File: src/rtl/multdiv_pkg.sv
// Shared definitions for the multdiv issue sequencer.
//   md_state_e             : sequencer FSM states
//   OP_MUL / OP_DIV        : encoding of the latched operation select
//   TIMEOUT_CYCLES_DEFAULT : default watchdog limit for WAIT
package multdiv_pkg;

  localparam int TIMEOUT_CYCLES_DEFAULT = 64;

  localparam logic OP_MUL = 1'b0;
  localparam logic OP_DIV = 1'b1;

  typedef enum logic [2:0] {
    ST_IDLE  = 3'd0,
    ST_START = 3'd1,
    ST_WAIT  = 3'd2,
    ST_DONE  = 3'd3,
    ST_DRAIN = 3'd4
  } md_state_e;

endpackage

File: src/rtl/multdiv_issue_ctrl_if.sv
// Bundle of the execute-stage issue port, the multdiv unit port and the
// write-back port of multdiv_issue_ctrl.
//   slave  : seen by the sequencer (drives ready/stall/start/write-back)
//   master : seen by the surrounding pipeline and multdiv unit
interface multdiv_issue_ctrl_if;
  logic        issue_valid;
  logic        issue_is_div;
  logic [4:0]  issue_rd;
  logic [31:0] issue_a;
  logic [31:0] issue_b;
  logic        issue_ready;
  logic        flush;
  logic        stall;
  logic [31:0] md_operandA;
  logic [31:0] md_operandB;
  logic        md_ctrl_MULT;
  logic        md_ctrl_DIV;
  logic [31:0] md_result;
  logic        md_exception;
  logic        md_resultRDY;
  logic        md_running;
  logic        wb_valid;
  logic [4:0]  wb_rd;
  logic [31:0] wb_data;
  logic        wb_exception;
  logic        timeout_err;

  modport slave (
    input  issue_valid, issue_is_div, issue_rd, issue_a, issue_b, flush,
           md_result, md_exception, md_resultRDY, md_running,
    output issue_ready, stall, md_operandA, md_operandB, md_ctrl_MULT,
           md_ctrl_DIV, wb_valid, wb_rd, wb_data, wb_exception, timeout_err
  );

  modport master (
    output issue_valid, issue_is_div, issue_rd, issue_a, issue_b, flush,
           md_result, md_exception, md_resultRDY, md_running,
    input  issue_ready, stall, md_operandA, md_operandB, md_ctrl_MULT,
           md_ctrl_DIV, wb_valid, wb_rd, wb_data, wb_exception, timeout_err
  );
endinterface

File: src/rtl/md_watchdog.sv
// Cycle counter guarding the WAIT state of the multdiv sequencer.
//   clock, reset_n : clock and synchronous active-low reset
//   clear          : restart counting from zero
//   enable         : count one cycle
//   expire         : counter has reached TIMEOUT_CYCLES-1
module md_watchdog #(
  parameter int TIMEOUT_CYCLES = 64,
  parameter int CNT_W          = $clog2(TIMEOUT_CYCLES + 1)
) (
  input  logic clock,
  input  logic reset_n,
  input  logic clear,
  input  logic enable,
  output logic expire
);

  logic [CNT_W-1:0] cnt_r;

  // Cycle counter; the owner leaves WAIT on expiry so it never wraps.
  always_ff @(posedge clock) begin
    if (!reset_n) begin
      cnt_r <= '0;
    end else if (clear) begin
      cnt_r <= '0;
    end else if (enable) begin
      cnt_r <= cnt_r + CNT_W'(1);
    end else begin
      cnt_r <= cnt_r;
    end
  end

  assign expire = (cnt_r == CNT_W'(TIMEOUT_CYCLES - 1));

endmodule

File: src/rtl/multdiv_issue_ctrl.sv
// Sequencer between the RV32 execute stage and the shared iterative multdiv
// unit: accepts one MUL/DIV, pulses the unit's start input, stalls the
// pipeline while waiting, then issues a one-cycle write-back. Handles flush,
// a unit still busy after reset, and a watchdog timeout.
//   clock, reset_n : clock and synchronous active-low reset
//   bus            : issue, multdiv and write-back signals (slave side)
module multdiv_issue_ctrl
  import multdiv_pkg::*;
#(
  parameter int TIMEOUT_CYCLES = TIMEOUT_CYCLES_DEFAULT,
  parameter int CNT_W          = $clog2(TIMEOUT_CYCLES + 1)
) (
  input  logic                 clock,
  input  logic                 reset_n,
  multdiv_issue_ctrl_if.slave  bus
);

  md_state_e   state_r, state_nxt_s;
  logic [31:0] op_a_r, op_b_r;
  logic [4:0]  rd_r;
  logic        is_div_r;
  logic [4:0]  wb_rd_r;
  logic [31:0] wb_data_r;
  logic        wb_exc_r;
  logic        timeout_err_r;
  logic        timed_out_r;

  logic issue_ready_s, accept_s, capture_s, timeout_s;
  logic wd_clear_s, wd_en_s, wd_expire_s;

  md_watchdog #(
    .TIMEOUT_CYCLES (TIMEOUT_CYCLES),
    .CNT_W          (CNT_W)
  ) u_watchdog (
    .clock   (clock),
    .reset_n (reset_n),
    .clear   (wd_clear_s),
    .enable  (wd_en_s),
    .expire  (wd_expire_s)
  );

  // FSM state register.
  always_ff @(posedge clock) begin
    if (!reset_n) begin
      state_r <= ST_IDLE;
    end else begin
      state_r <= state_nxt_s;
    end
  end

  // Next-state and control decode.
  always_comb begin
    state_nxt_s   = state_r;
    issue_ready_s = 1'b0;
    accept_s      = 1'b0;
    capture_s     = 1'b0;
    timeout_s     = 1'b0;
    wd_clear_s    = 1'b0;
    wd_en_s       = 1'b0;
    case (state_r)
      ST_IDLE: begin
        issue_ready_s = !bus.md_running && !bus.flush;
        // A unit still busy here was started before a reset; let it finish.
        if (bus.md_running) begin
          state_nxt_s = ST_DRAIN;
        end else if (bus.issue_valid && issue_ready_s) begin
          accept_s    = 1'b1;
          state_nxt_s = ST_START;
        end else begin
          state_nxt_s = ST_IDLE;
        end
      end
      ST_START: begin
        wd_clear_s = 1'b1;
        if (bus.flush) begin
          state_nxt_s = ST_DRAIN;
        end else begin
          state_nxt_s = ST_WAIT;
        end
      end
      ST_WAIT: begin
        wd_en_s = 1'b1;
        // A result arriving with a flush is dropped; the unit is already idle.
        if (bus.flush && bus.md_resultRDY) begin
          state_nxt_s = ST_IDLE;
        end else if (bus.md_resultRDY) begin
          capture_s   = 1'b1;
          state_nxt_s = ST_DONE;
        end else if (bus.flush) begin
          state_nxt_s = ST_DRAIN;
        end else if (wd_expire_s) begin
          timeout_s   = 1'b1;
          state_nxt_s = ST_DONE;
        end else begin
          state_nxt_s = ST_WAIT;
        end
      end
      ST_DONE: begin
        if (timed_out_r) begin
          state_nxt_s = ST_DRAIN;
        end else begin
          state_nxt_s = ST_IDLE;
        end
      end
      ST_DRAIN: begin
        if (bus.md_resultRDY || !bus.md_running) begin
          state_nxt_s = ST_IDLE;
        end else begin
          state_nxt_s = ST_DRAIN;
        end
      end
      default: begin
        state_nxt_s = ST_IDLE;
      end
    endcase
  end

  // Operand latch, held from acceptance until the next acceptance.
  always_ff @(posedge clock) begin
    if (!reset_n) begin
      op_a_r   <= 32'h0000_0000;
      op_b_r   <= 32'h0000_0000;
      rd_r     <= 5'd0;
      is_div_r <= OP_MUL;
    end else if (accept_s) begin
      op_a_r   <= bus.issue_a;
      op_b_r   <= bus.issue_b;
      rd_r     <= bus.issue_rd;
      is_div_r <= bus.issue_is_div;
    end else begin
      op_a_r   <= op_a_r;
      op_b_r   <= op_b_r;
      rd_r     <= rd_r;
      is_div_r <= is_div_r;
    end
  end

  // Write-back registers: unit result, or a forced error on timeout.
  always_ff @(posedge clock) begin
    if (!reset_n) begin
      wb_rd_r   <= 5'd0;
      wb_data_r <= 32'h0000_0000;
      wb_exc_r  <= 1'b0;
    end else if (capture_s) begin
      wb_rd_r   <= rd_r;
      wb_data_r <= bus.md_result;
      wb_exc_r  <= bus.md_exception;
    end else if (timeout_s) begin
      wb_rd_r   <= rd_r;
      wb_data_r <= 32'h0000_0000;
      wb_exc_r  <= 1'b1;
    end else begin
      wb_rd_r   <= wb_rd_r;
      wb_data_r <= wb_data_r;
      wb_exc_r  <= wb_exc_r;
    end
  end

  // Sticky timeout flag plus the per-op marker that routes DONE to DRAIN.
  always_ff @(posedge clock) begin
    if (!reset_n) begin
      timeout_err_r <= 1'b0;
      timed_out_r   <= 1'b0;
    end else if (timeout_s) begin
      timeout_err_r <= 1'b1;
      timed_out_r   <= 1'b1;
    end else if (state_r == ST_DONE) begin
      timeout_err_r <= timeout_err_r;
      timed_out_r   <= 1'b0;
    end else begin
      timeout_err_r <= timeout_err_r;
      timed_out_r   <= timed_out_r;
    end
  end

  assign bus.issue_ready  = issue_ready_s;
  assign bus.stall        = (state_r != ST_IDLE) || (bus.issue_valid && !issue_ready_s);
  assign bus.md_operandA  = op_a_r;
  assign bus.md_operandB  = op_b_r;
  assign bus.md_ctrl_MULT = (state_r == ST_START) && (is_div_r == OP_MUL);
  assign bus.md_ctrl_DIV  = (state_r == ST_START) && (is_div_r == OP_DIV);
  assign bus.wb_valid     = (state_r == ST_DONE) && !bus.flush;
  assign bus.wb_rd        = wb_rd_r;
  assign bus.wb_data      = wb_data_r;
  assign bus.wb_exception = wb_exc_r;
  assign bus.timeout_err  = timeout_err_r;

endmodule

File: src/flat_wrapper.sv
// flat-port wrapper written by rule: the top's interface ports become plain ports
module multdiv_issue_ctrl_flat import multdiv_pkg::*;
#(
  parameter int TIMEOUT_CYCLES = TIMEOUT_CYCLES_DEFAULT,
  parameter int CNT_W          = $clog2(TIMEOUT_CYCLES + 1)
)
  (clock, reset_n, bus_issue_valid, bus_issue_is_div, bus_issue_rd, bus_issue_a, bus_issue_b, bus_flush, bus_md_result, bus_md_exception, bus_md_resultRDY, bus_md_running, bus_issue_ready, bus_stall, bus_md_operandA, bus_md_operandB, bus_md_ctrl_MULT, bus_md_ctrl_DIV, bus_wb_valid, bus_wb_rd, bus_wb_data, bus_wb_exception, bus_timeout_err);
  multdiv_issue_ctrl_if bus_i ();
  input  logic clock;
  input  logic reset_n;
  input wire logic [$bits(bus_i.issue_valid)-1:0] bus_issue_valid;
  input wire logic [$bits(bus_i.issue_is_div)-1:0] bus_issue_is_div;
  input wire logic [$bits(bus_i.issue_rd)-1:0] bus_issue_rd;
  input wire logic [$bits(bus_i.issue_a)-1:0] bus_issue_a;
  input wire logic [$bits(bus_i.issue_b)-1:0] bus_issue_b;
  input wire logic [$bits(bus_i.flush)-1:0] bus_flush;
  input wire logic [$bits(bus_i.md_result)-1:0] bus_md_result;
  input wire logic [$bits(bus_i.md_exception)-1:0] bus_md_exception;
  input wire logic [$bits(bus_i.md_resultRDY)-1:0] bus_md_resultRDY;
  input wire logic [$bits(bus_i.md_running)-1:0] bus_md_running;
  output wire logic [$bits(bus_i.issue_ready)-1:0] bus_issue_ready;
  output wire logic [$bits(bus_i.stall)-1:0] bus_stall;
  output wire logic [$bits(bus_i.md_operandA)-1:0] bus_md_operandA;
  output wire logic [$bits(bus_i.md_operandB)-1:0] bus_md_operandB;
  output wire logic [$bits(bus_i.md_ctrl_MULT)-1:0] bus_md_ctrl_MULT;
  output wire logic [$bits(bus_i.md_ctrl_DIV)-1:0] bus_md_ctrl_DIV;
  output wire logic [$bits(bus_i.wb_valid)-1:0] bus_wb_valid;
  output wire logic [$bits(bus_i.wb_rd)-1:0] bus_wb_rd;
  output wire logic [$bits(bus_i.wb_data)-1:0] bus_wb_data;
  output wire logic [$bits(bus_i.wb_exception)-1:0] bus_wb_exception;
  output wire logic [$bits(bus_i.timeout_err)-1:0] bus_timeout_err;
  assign bus_i.issue_valid = bus_issue_valid;
  assign bus_i.issue_is_div = bus_issue_is_div;
  assign bus_i.issue_rd = bus_issue_rd;
  assign bus_i.issue_a = bus_issue_a;
  assign bus_i.issue_b = bus_issue_b;
  assign bus_i.flush = bus_flush;
  assign bus_i.md_result = bus_md_result;
  assign bus_i.md_exception = bus_md_exception;
  assign bus_i.md_resultRDY = bus_md_resultRDY;
  assign bus_i.md_running = bus_md_running;
  assign bus_issue_ready = bus_i.issue_ready;
  assign bus_stall = bus_i.stall;
  assign bus_md_operandA = bus_i.md_operandA;
  assign bus_md_operandB = bus_i.md_operandB;
  assign bus_md_ctrl_MULT = bus_i.md_ctrl_MULT;
  assign bus_md_ctrl_DIV = bus_i.md_ctrl_DIV;
  assign bus_wb_valid = bus_i.wb_valid;
  assign bus_wb_rd = bus_i.wb_rd;
  assign bus_wb_data = bus_i.wb_data;
  assign bus_wb_exception = bus_i.wb_exception;
  assign bus_timeout_err = bus_i.timeout_err;
  multdiv_issue_ctrl #(.TIMEOUT_CYCLES(TIMEOUT_CYCLES), .CNT_W(CNT_W)) u_core (.clock(clock), .reset_n(reset_n), .bus(bus_i));
endmodule
File: config.mk
export PLATFORM = sky130hd
export DESIGN_NAME = multdiv_issue_ctrl_flat
export DESIGN_NICKNAME = d
export VERILOG_FILES = /design/src/rtl/multdiv_pkg.sv /design/src/rtl/multdiv_issue_ctrl_if.sv /design/src/rtl/md_watchdog.sv /design/src/rtl/multdiv_issue_ctrl.sv /design/src/flat_wrapper.sv
export SDC_FILE = /design/constraint.sdc
export NUM_CORES = 1
export LEC_CHECK = 0
export ABC_AREA = 1
export CAP_MARGIN = 10
export CORE_MARGIN = 4
export CORE_UTILIZATION = 41
export CTS_CLUSTER_DIAMETER = 150
export DETAILED_ROUTE_END_ITERATION = 10
export PLACE_DENSITY = 0.8
export SYNTH_ARGS = -nofsm -noshare
export SYNTH_HDL_FRONTEND = slang
export SYNTH_SLANG_ARGS = --single-unit
File: constraint.sdc
create_clock -name clock -period 1.6 [get_ports clock]
set_input_delay 0.32 -clock clock [delete_from_list [all_inputs] [get_ports clock]]
set_output_delay 0.32 -clock clock [all_outputs]
set_load 0.1 [all_outputs]
# --- Word-level counts from Yosys, hierarchy flattened ---
# Index checks and enable logic that the tools add are counted.
op_classes:
  n_addsub: 1
  multipliers: 0
  div_mod_pow: 0
  order_cmp: 0
  n_eq_ne: 5
  shift: 0
  mux: 32
  n_bitwise: 2
  reduce_logical: 17
ops:
  columns: ["cell", "n"]
  rows:
  - ["2-to-1 mux 32 bit", 2]
  - ["2-to-1 mux 3 bit", 7]
  - ["2-to-1 mux 1 bit", 20]
  - ["one-hot mux 3 bit (5 select lines)", 1]
  - ["2-to-1 mux 5 bit", 2]
  - ["adder 7 x 1 -> 7 bit, second input constant", 1]
  - ["equality test 7 x 6 -> 1 bit, second input constant", 1]
  - ["logical AND 1 bit", 7]
  - ["equality test 3 x 2 -> 1 bit, second input constant", 2]
  - ["nonzero test 2 bit", 2]
  - ["equality test 3 x 1 -> 1 bit, second input constant", 1]
  - ["equality test 3 bit, second input constant", 1]
  - ["zero test 1 bit", 3]
  - ["zero test 3 bit", 1]
  - ["nonzero test 3 bit", 1]
  - ["logical OR 1 bit", 2]
  - ["inverter 1 bit", 2]
  - ["OR reduction 2 bit", 1]
totals:
  ff_bits: 120
  latch_bits: 0
  mem_bits_rw: 0
  romBits: 0
  in_bits: 109
  out_inout_bits: 108
  wordCells: 68
  mem_count: 0

# --- Longest topological paths before layout ---
# Gate-level depths: netlist (run 1).
depth:
  word_depth: 8
  depth_mapped: 9
  depth_no_buf: 7

# --- Modules after synthesis ---
# Synthesis (run 1) repeated with hierarchy kept, for this count alone.
unflattened:
  cells_unflattened: 572
  area_unflattened_um2: 4405.5
modules_own_cells:
  columns: ["module", "instances", "cells_each", "area_per_inst_um2", "seq_area_each_um2"]
  rows:
  - ["multdiv_issue_ctrl", 1, 525, 4080.2, 2262.2]
  - ["md_watchdog", 1, 47, 325.3, 140.1]

# --- Worst setup path after synthesis (run 1) ---
# OpenSTA, ideal clock, no wires.
synth_timing:
  path_kind: "register to output"
  start: "register u_core.state_r[0]"
  end: "output port bus_stall"
  arrival_time_ns: 2.852
  setup_slack_ns: -1.572
  path_stages_with_launch: 5
  n_path_buf: 0
  path_cell_list: "dfxtp_1 -> nor2_2 -> nand2_2 -> nor2_1 -> a21oi_1"
synth_via:
  elab_chain_len: 5
synth_lines:
  columns: ["element", "line", "rtl"]
  rows:
  - ["from (decl)", "multdiv_issue_ctrl.sv:18", "md_state_e state_r, state_nxt_s;"]
  - ["from (signal assigned)", "multdiv_issue_ctrl.sv:47", "state_r <= state_nxt_s;"]
  - ["zero test 3 bit", "multdiv_issue_ctrl.sv:60", "case (state_r)"]
  - ["2-to-1 mux 1 bit", "multdiv_issue_ctrl.sv:60", null]
  - ["named net bus_issue_ready", "flat_wrapper.sv:21", "output wire logic [$bits(bus_i.issue_ready)-1:0] bus_issue_ready;"]
  - ["zero test 1 bit", "multdiv_issue_ctrl.sv:177", "assign bus.stall = (state_r != ST_IDLE) || (bus.issue_valid && !issue_ready_s);"]
  - ["logical AND 1 bit", "multdiv_issue_ctrl.sv:177", null]
  - ["logical OR 1 bit", "multdiv_issue_ctrl.sv:177", null]
  - ["to (decl)", "flat_wrapper.sv:22", "output wire logic [$bits(bus_i.stall)-1:0] bus_stall;"]
# The timed path passes the listed nets, and every way through them passes these cells.

# --- Final worst setup path (run 1) ---
layout_timing:
  start: "input port bus_flush"
  end: "output port bus_stall"
layout_via:
  elab_chain_len: 6
layout_lines:
  columns: ["element", "line", "rtl"]
  rows:
  - ["from (decl)", "flat_wrapper.sv:16", "input wire logic [$bits(bus_i.flush)-1:0] bus_flush;"]
  - ["zero test 1 bit", "multdiv_issue_ctrl.sv:62", "issue_ready_s = !bus.md_running && !bus.flush;"]
  - ["logical AND 1 bit", "multdiv_issue_ctrl.sv:62", null]
  - ["2-to-1 mux 1 bit", "multdiv_issue_ctrl.sv:60", null]
  - ["zero test 1 bit", "multdiv_issue_ctrl.sv:177", null]
  - ["logical AND 1 bit", "multdiv_issue_ctrl.sv:177", null]
  - ["logical OR 1 bit", "multdiv_issue_ctrl.sv:177", null]
# No other way between the ends.

==> impl_results.md, run 1 <==
- Type of origin of the critical path: primary input
- Yosys cell types: 32
- Latest clock arrival within the worst-skew pair: 400 ps
- Hold Path End: u_core.bus.wb_rd[0]
- CTS tree: built
- Worst-path cell chain: clkdlybuf4s50_1 > inv_2 > nand2_2 > nor2_4 > a21oi_4 > buf_12
- Fin util: 0.8091
- Synth Flop Type: dfxtp_1
- Starting Density: 0.4275
- Unrepaired setup endpoints after global routing: true
- Seq cells post-synth: 120
- H-Tree Depth: 4
- Violated checks: negative setup slack
- First-pass GRT wire length: 24,850 um
- Max_cap viols: 0
- DR iter-0 viols: 207
- Worst-path clk slew: ~50 ps
- Slowest stage delay, CP: 520 ps
- Max FO, Critical Path: 3
- Total of warnings raised by yosys: 0
- Min-delay src: reset_n
- GRT Resource Usage Total: 0.2383
- Outcome: finished, violations left
- Worst r2r src: u_core.state_r[1]
- Most frequent cells in the layout: 140 x nor2_1, 118 x dfxtp_1, 117 x buf_12
- Synthesized area: 4716 um^2
- Clock Sinks: 120
- Vias per cell: a little under 5
- Synth Net Count: 682
- Vias: 4,731
- CP bufs+invs: 3
- Crit end category: output pin
- Post-synth EDFFs: 0
- Measured slew at the worst slew-check pin: around 340 ps
- Tmin final: 1707 ps
- Slew Limit Headroom: 0.7699
- Routability cong.: 0.8069
- PD cells: 974.0 nW/um^2
- I/O pins: 217
- Area of the die: between 10,000 and 15,000 um^2
- Drt pass-1 iters: 4
- Share of layout cells above drive strength 1: 0.3247
- Largest net degree at the start of global routing: 42
- CP Class: in -> out
- Final Hold Fails: 0
- Vias in the first global route: 5,000
- Die Ht: 115.2 um
- HPWL after detailed placement: 12,070 um
- Synth-to-Final Area Change: 89.25%
- Crit-path slowest cell: clkdlybuf4s50_1
- Worst path required time: 1280 ps
- Clock root buffer: clkbuf_16
- Final ANT Viol Nets: 0
- Final Slew Violations: 0
- Final setup viols: 5
- Core Area: 11,030 um^2
- Sequential share of the synthesized area: 0.5094
- CTS Buf Count: 17
- Antenna cell count: 0
- Leakage: between 3 and 4 nW
- WP data arrival: 1390 ps
- Maximum VDD drop: 0.0007399 V
- Syn Area/Cell: 8.244 um^2
- Synth async-reset ratio: 0
- Hold buffer count at CTS: 0
- Global route overflow: 0
- DR WL/cell: 16.47 um
- Reg2Reg Setup Slack: between 100 and 150 ps
- Hold Path Stages: 3
- CTS max path bufs: 2
- Rows: 38
- Die Span X: around 120 um
- Residual DRC: 0
- Final Skew: around 8.9 ps
- # nets final: 911
- Period utilization: 1.067
- Max Clk Rate: 586.0 MHz
- Worst R2R Path Depth: 8
- Antenna violations before repair: 0
- Drt total wl: 15,700 um
- Hold Path Class: in -> reg
- Cells after Synth: about 570
- Commonest non-fill, non-tap cell in the layout: nor2_1
- Port buffer count: approximately 220
- Setup TNS: -320.5 ps
- Worst reg2reg endpoint: u_core.bus.wb_data[7]
- PnR worst setup slack: -106.5 ps
- Top delay family on crit path: buffers and inverters
cell families after synthesis:
kind of cell | after synthesis | share of synthesized area
AO/OA/AOI/OAI | 124 | 0.1573
adder cells (fa/ha/maj) | 1 | 0.002653
buffers and inverters | 59 | 0.06686
flip-flops | 120 | 0.5094
AND/OR/NAND/NOR | 268 | 0.2637
routing by layer:
| layer | GRT usage | wire length (um) |
|---|---|---|
| met4 | 0.08216 | 364 |
| met3 | 0.1032 | 1521 |
| met2 | 0.4468 | 8385 |
| met5 | 0 | 0 |
| met1 | 0.2318 | 5424 |
final cells by class:
| cell class | instances | area [um^2] |
|---|---|---|
| fill | 693 | 2106 |
| clock inverter | 14 | 175.2 |
| tap | 140 | 175.2 |
| clock buffer | 17 | 425.4 |
| inverter | 23 | 98.84 |
| multi-input combinational | 393 | 2062 |
| sequential | 120 | 2410 |
| timing repair buffer | 246 | 3578 |
per-stage QoR:
stage / std cells / setup slack, ps / total power (W) / hold WS [ps] / cell area (um^2)
6_report: 953 / -106.5 / 0.008693 / 257.4 / 8925
5_1_grt: 953 / -132.5 / 0.008952 / 298.9 / 8925
4_1_cts: 949 / -116.2 / 0.008740 / 252.8 / 8887
3_5_place_dp: 916 / -322.1 / 0.004870 / 465.8 / 8237
3_3_place_gp: 916 / -286.3 / 0.004841 / 457.9 / 8237
2_1_floorplan: 572 / -195.4 / 0.004085 / 398.5 / 4747
cell usage after synthesis (2+ instances only):
cell | number | share of area
nand4_1 | 2 | 0.0027
inv_2 | 3 | 0.0024
or2_0 | 2 | 0.0027
nand2_2 | 32 | 0.042
nand3_1 | 44 | 0.047
a21oi_1 | 18 | 0.019
clkbuf_1 | 10 | 0.0080
inv_1 | 17 | 0.014
buf_2 | 20 | 0.021
nor2_1 | 145 | 0.12
o21ai_0 | 72 | 0.076
nor3_1 | 2 | 0.0021
nor2_2 | 12 | 0.016
a21oi_2 | 30 | 0.056
buf_8 | 5 | 0.016
nand2_1 | 23 | 0.018
dfxtp_1 | 120 | 0.51
repair_timing:
action                                  CTS  global route
pin swaps                                 3             3
buffers inserted                          2             4
resized for setup                        11             6
endpoints found under the setup margin    5             5
worst max-delay path by stage:
stage,endpoint,slack (ps),cells after the start,startpoint
finish,bus_stall,-110,6,bus_flush
global route,bus_stall,-130,6,bus_flush
CTS,bus_stall,-120,5,u_core.state_r[0]
detailed placement,u_core.bus.md_operandA[31],-320,8,bus_flush
global placement,u_core.bus.md_operandA[31],-290,8,bus_flush
floorplan,bus_md_ctrl_DIV,-200,2,u_core.state_r[0]
flip-flops by register name (all words and copies together) (netlist names):
signal,flops
u_core.bus.md_operandA,32
u_core.bus.md_operandB,32
u_core.bus.wb_data,32
u_core.u_watchdog.cnt_r,7
u_core.bus.wb_rd,5
u_core.rd_r,5
u_core.state_r,3
u_core.bus.timeout_err,1
u_core.bus.wb_exception,1
u_core.is_div_r,1
u_core.timed_out_r,1
where the power goes:
| part | internal [W] | total [W] | switching [W] |
|---|---|---|---|
| logic | 0.000683 | 0.00164 | 0.000959 |
| registers | 0.00308 | 0.00318 | 0.0000987 |
| clock network | 0.00245 | 0.00387 | 0.00142 |
| total | 0.00622 | 0.00869 | 0.00247 |
worst min-delay path, stage by stage:
cell and delay, ps:
buf_2 160, nand2_1 90, nor2_1 30
Note: power is estimated with default switching activity, not from simulation.
==> run 2: changes to the inputs <==
==> constraint.sdc (replaced) <==
create_clock -name clock -period 1.9 [get_ports clock]
set_input_delay 0.38 -clock clock [delete_from_list [all_inputs] [get_ports clock]]
set_output_delay 0.38 -clock clock [all_outputs]
set_load 0.1 [all_outputs]
==> run 2 against run 1 <==
The flow now finishes without violations. Clock skew fell by 1.4 ps. Sequential cell count unchanged. Register-to-register slack better by 310 ps. Critical endpoint is now bus_wb_valid.
==> impl_results.md, run 2 (synthesis gave the netlist of run 1 again) <==
- Outcome: completed
- Area occupied by multi-input gates: 2009 um^2
- Measured slew at the worst slew-check pin: 345.7 ps
- Max_cap viols: 0
- Largest net degree at the start of global routing: 60
- Die Span X: approximately 120 um
- Antenna violations before repair: 0
- Antenna cell count: 0
- DR WL/cell: between 10 and 15 um
- Share of layout cells above drive strength 1: 0.3075
- Top cell by count, worst path: buf_4
- Internal power: 0.005097 W
- Tmin final: about 1800 ps
- DR iter-0 viols: roughly 290
- Final setup viols: 0
- Final Hold Fails: 0
- Vias: 4,639
- Leakage: 3.038 nW
- Drt pass-1 iters: 4
- Type of origin of the critical path: primary input
- Hold Path Class: in -> reg
- Routability cong.: roughly 0.8
- CTS Buf Count: 17
- CP Class: in -> out
- Slew Limit Headroom: 0.7695
- Rows: 38
- HPWL after detailed placement: 10,550 um
- Max FO, Critical Path: 2
- CTS tree: built
- Worst R2R Path Depth: 7
- Comb power frac: 0.169
- Unrepaired setup endpoints after global routing: false
- Final Slew Violations: 0
- Setup TNS: 0 ps
- Area of the die: roughly 13,000 um^2
- Residual DRC: 0
- Max Clk Rate: 553.4 MHz
- Port buffer count: 216
- Hold Path Stages: 3
- Register area: 2405 um^2
- Flop pwr share: 0.379
- Clock power frac: 0.451
- Crit-path slowest cell: clkdlybuf4s50_1
- Worst path required time: 1520 ps
- # nets final: 899
- Synth-to-Final Area Change: 58.40%
- Reg2Reg Setup Slack: between 400 and 500 ps
- Commonest non-fill, non-tap cell in the layout: nor2_1
- Switching fraction of total power: 0.2692
- Final Skew: 7.494 ps
- Core Area: 11,030 um^2
- Worst-path cell chain: clkdlybuf4s50_1 > buf_4 > buf_4 > nor2_2 > buf_12
- Period utilization: 0.9511
- I/O pins: 217
- Starting Density: 0.4275
- Maximum VDD drop: 0.0005607 V
- FILL cells: 920
- H-Tree Depth: 4
- Psw: roughly 0.0019 W
- Latest clock arrival within the worst-skew pair: 400 ps
- GRT Resource Usage Total: 0.2045
- Worst-path clk slew: ~60 ps
- Drt total wl: 13,790 um
- Clock root buffer: clkbuf_16
- Vias per cell: 4.935
- First-pass GRT wire length: 21,650 um
- Die Ht: between 100 and 150 um
- Post-CTS setup buffers: 0
- Most frequent cells in the layout: 143 x nor2_1, 118 x dfxtp_1, 112 x buf_4
- Final ANT Viol Nets: 0
- Post-route cell area: 7470 um^2
- Global route overflow: 0
- Clock Sinks: 120
- Vias in the first global route: 4,644
- CTS max path bufs: 2
- Slowest stage delay, CP: between 400 and 500 ps
- Placed inst area: 6880 um^2
- WP data arrival: roughly 1400 ps
- PD cells: 933.7 nW/um^2
- Crit end category: output pin
[run 2: changes by cell type in the layout (fill, tap and decap cells not counted), sizes merged]
cell,before,now
buf,139,127
clkbuf,17,20
clkdlybuf4s50,106,107
clkinv,6,7
clkinvlp,3,1
dlymetal6s2s,1,0
inv,25,22
[run 2: final timing paths]
path                              startpoint                    endpoint
setup / recovery                   bus_flush                bus_wb_valid
hold reg to reg   u_core.u_watchdog.cnt_r[6]  u_core.u_watchdog.cnt_r[6]
setup reg to reg           u_core.state_r[2]       u_core.bus.wb_data[4]
hold / removal                       reset_n  u_core.bus.md_operandA[15]
[run 2: repair_timing]
item / CTS / global route
endpoints found under the setup margin: 3 / 3
gates resized for setup: 1 / 2
hold buffers: 0 / 0
[run 2: layer usage]
metal / share of wire / up-vias / track usage / routed length (um)
met5: 0 / - / 0 / 0
met4: 0.018 / 0 / 0.07825 / 242
met3: 0.10 / 20 / 0.08000 / 1440
met2: 0.50 / 190 / 0.3665 / 6916
met1: 0.38 / 2127 / 0.2152 / 5191
li1: - / 2302 / - / -
[run 2: power groups by stage]
stage               clock [W]  sequential, W  combinational [W]
detailed placement          0        0.00270            0.00118
global placement            0        0.00269            0.00117
CTS                   0.00321        0.00265            0.00119
floorplan                   0        0.00318           0.000250
global route          0.00332        0.00265            0.00124
finish                0.00315        0.00265            0.00118
[run 2: metrics by stage]
| stage | hold slack, ps | total power [W] | instances | utilization | setup WS (ps) |
|---|---|---|---|---|---|
| 2_1_floorplan | 444.9 | 0.003435 | 572 | - | -394.7 |
| 3_3_place_gp | 450.6 | 0.003864 | 910 | 0.6238 | 1.001 |
| 3_5_place_dp | 469.5 | 0.003880 | 910 | 0.6238 | -55.37 |
| 4_1_cts | 350.5 | 0.007043 | 940 | 0.6768 | 51.91 |
| 5_1_grt | 362.8 | 0.007207 | 940 | 0.6772 | 3.192 |
| 6_report | 356.1 | 0.006974 | 940 | 0.6772 | 92.91 |
[run 2: final cells by class]
class / count / area share
flip-flops and latches: 120 / 0.3219
repair buffers: 234 / 0.2941
multi-input cells: 393 / 0.2690
clock buffers: 20 / 0.06114
well taps: 140 / 0.02345
clock inverters: 10 / 0.01709
inverters: 23 / 0.01323
[run 2: worst max-delay path, delay by kind of cell]
kind | cells | cell delay [ps]
simple gates | 1 | 140
buf+inv | 4 | 910
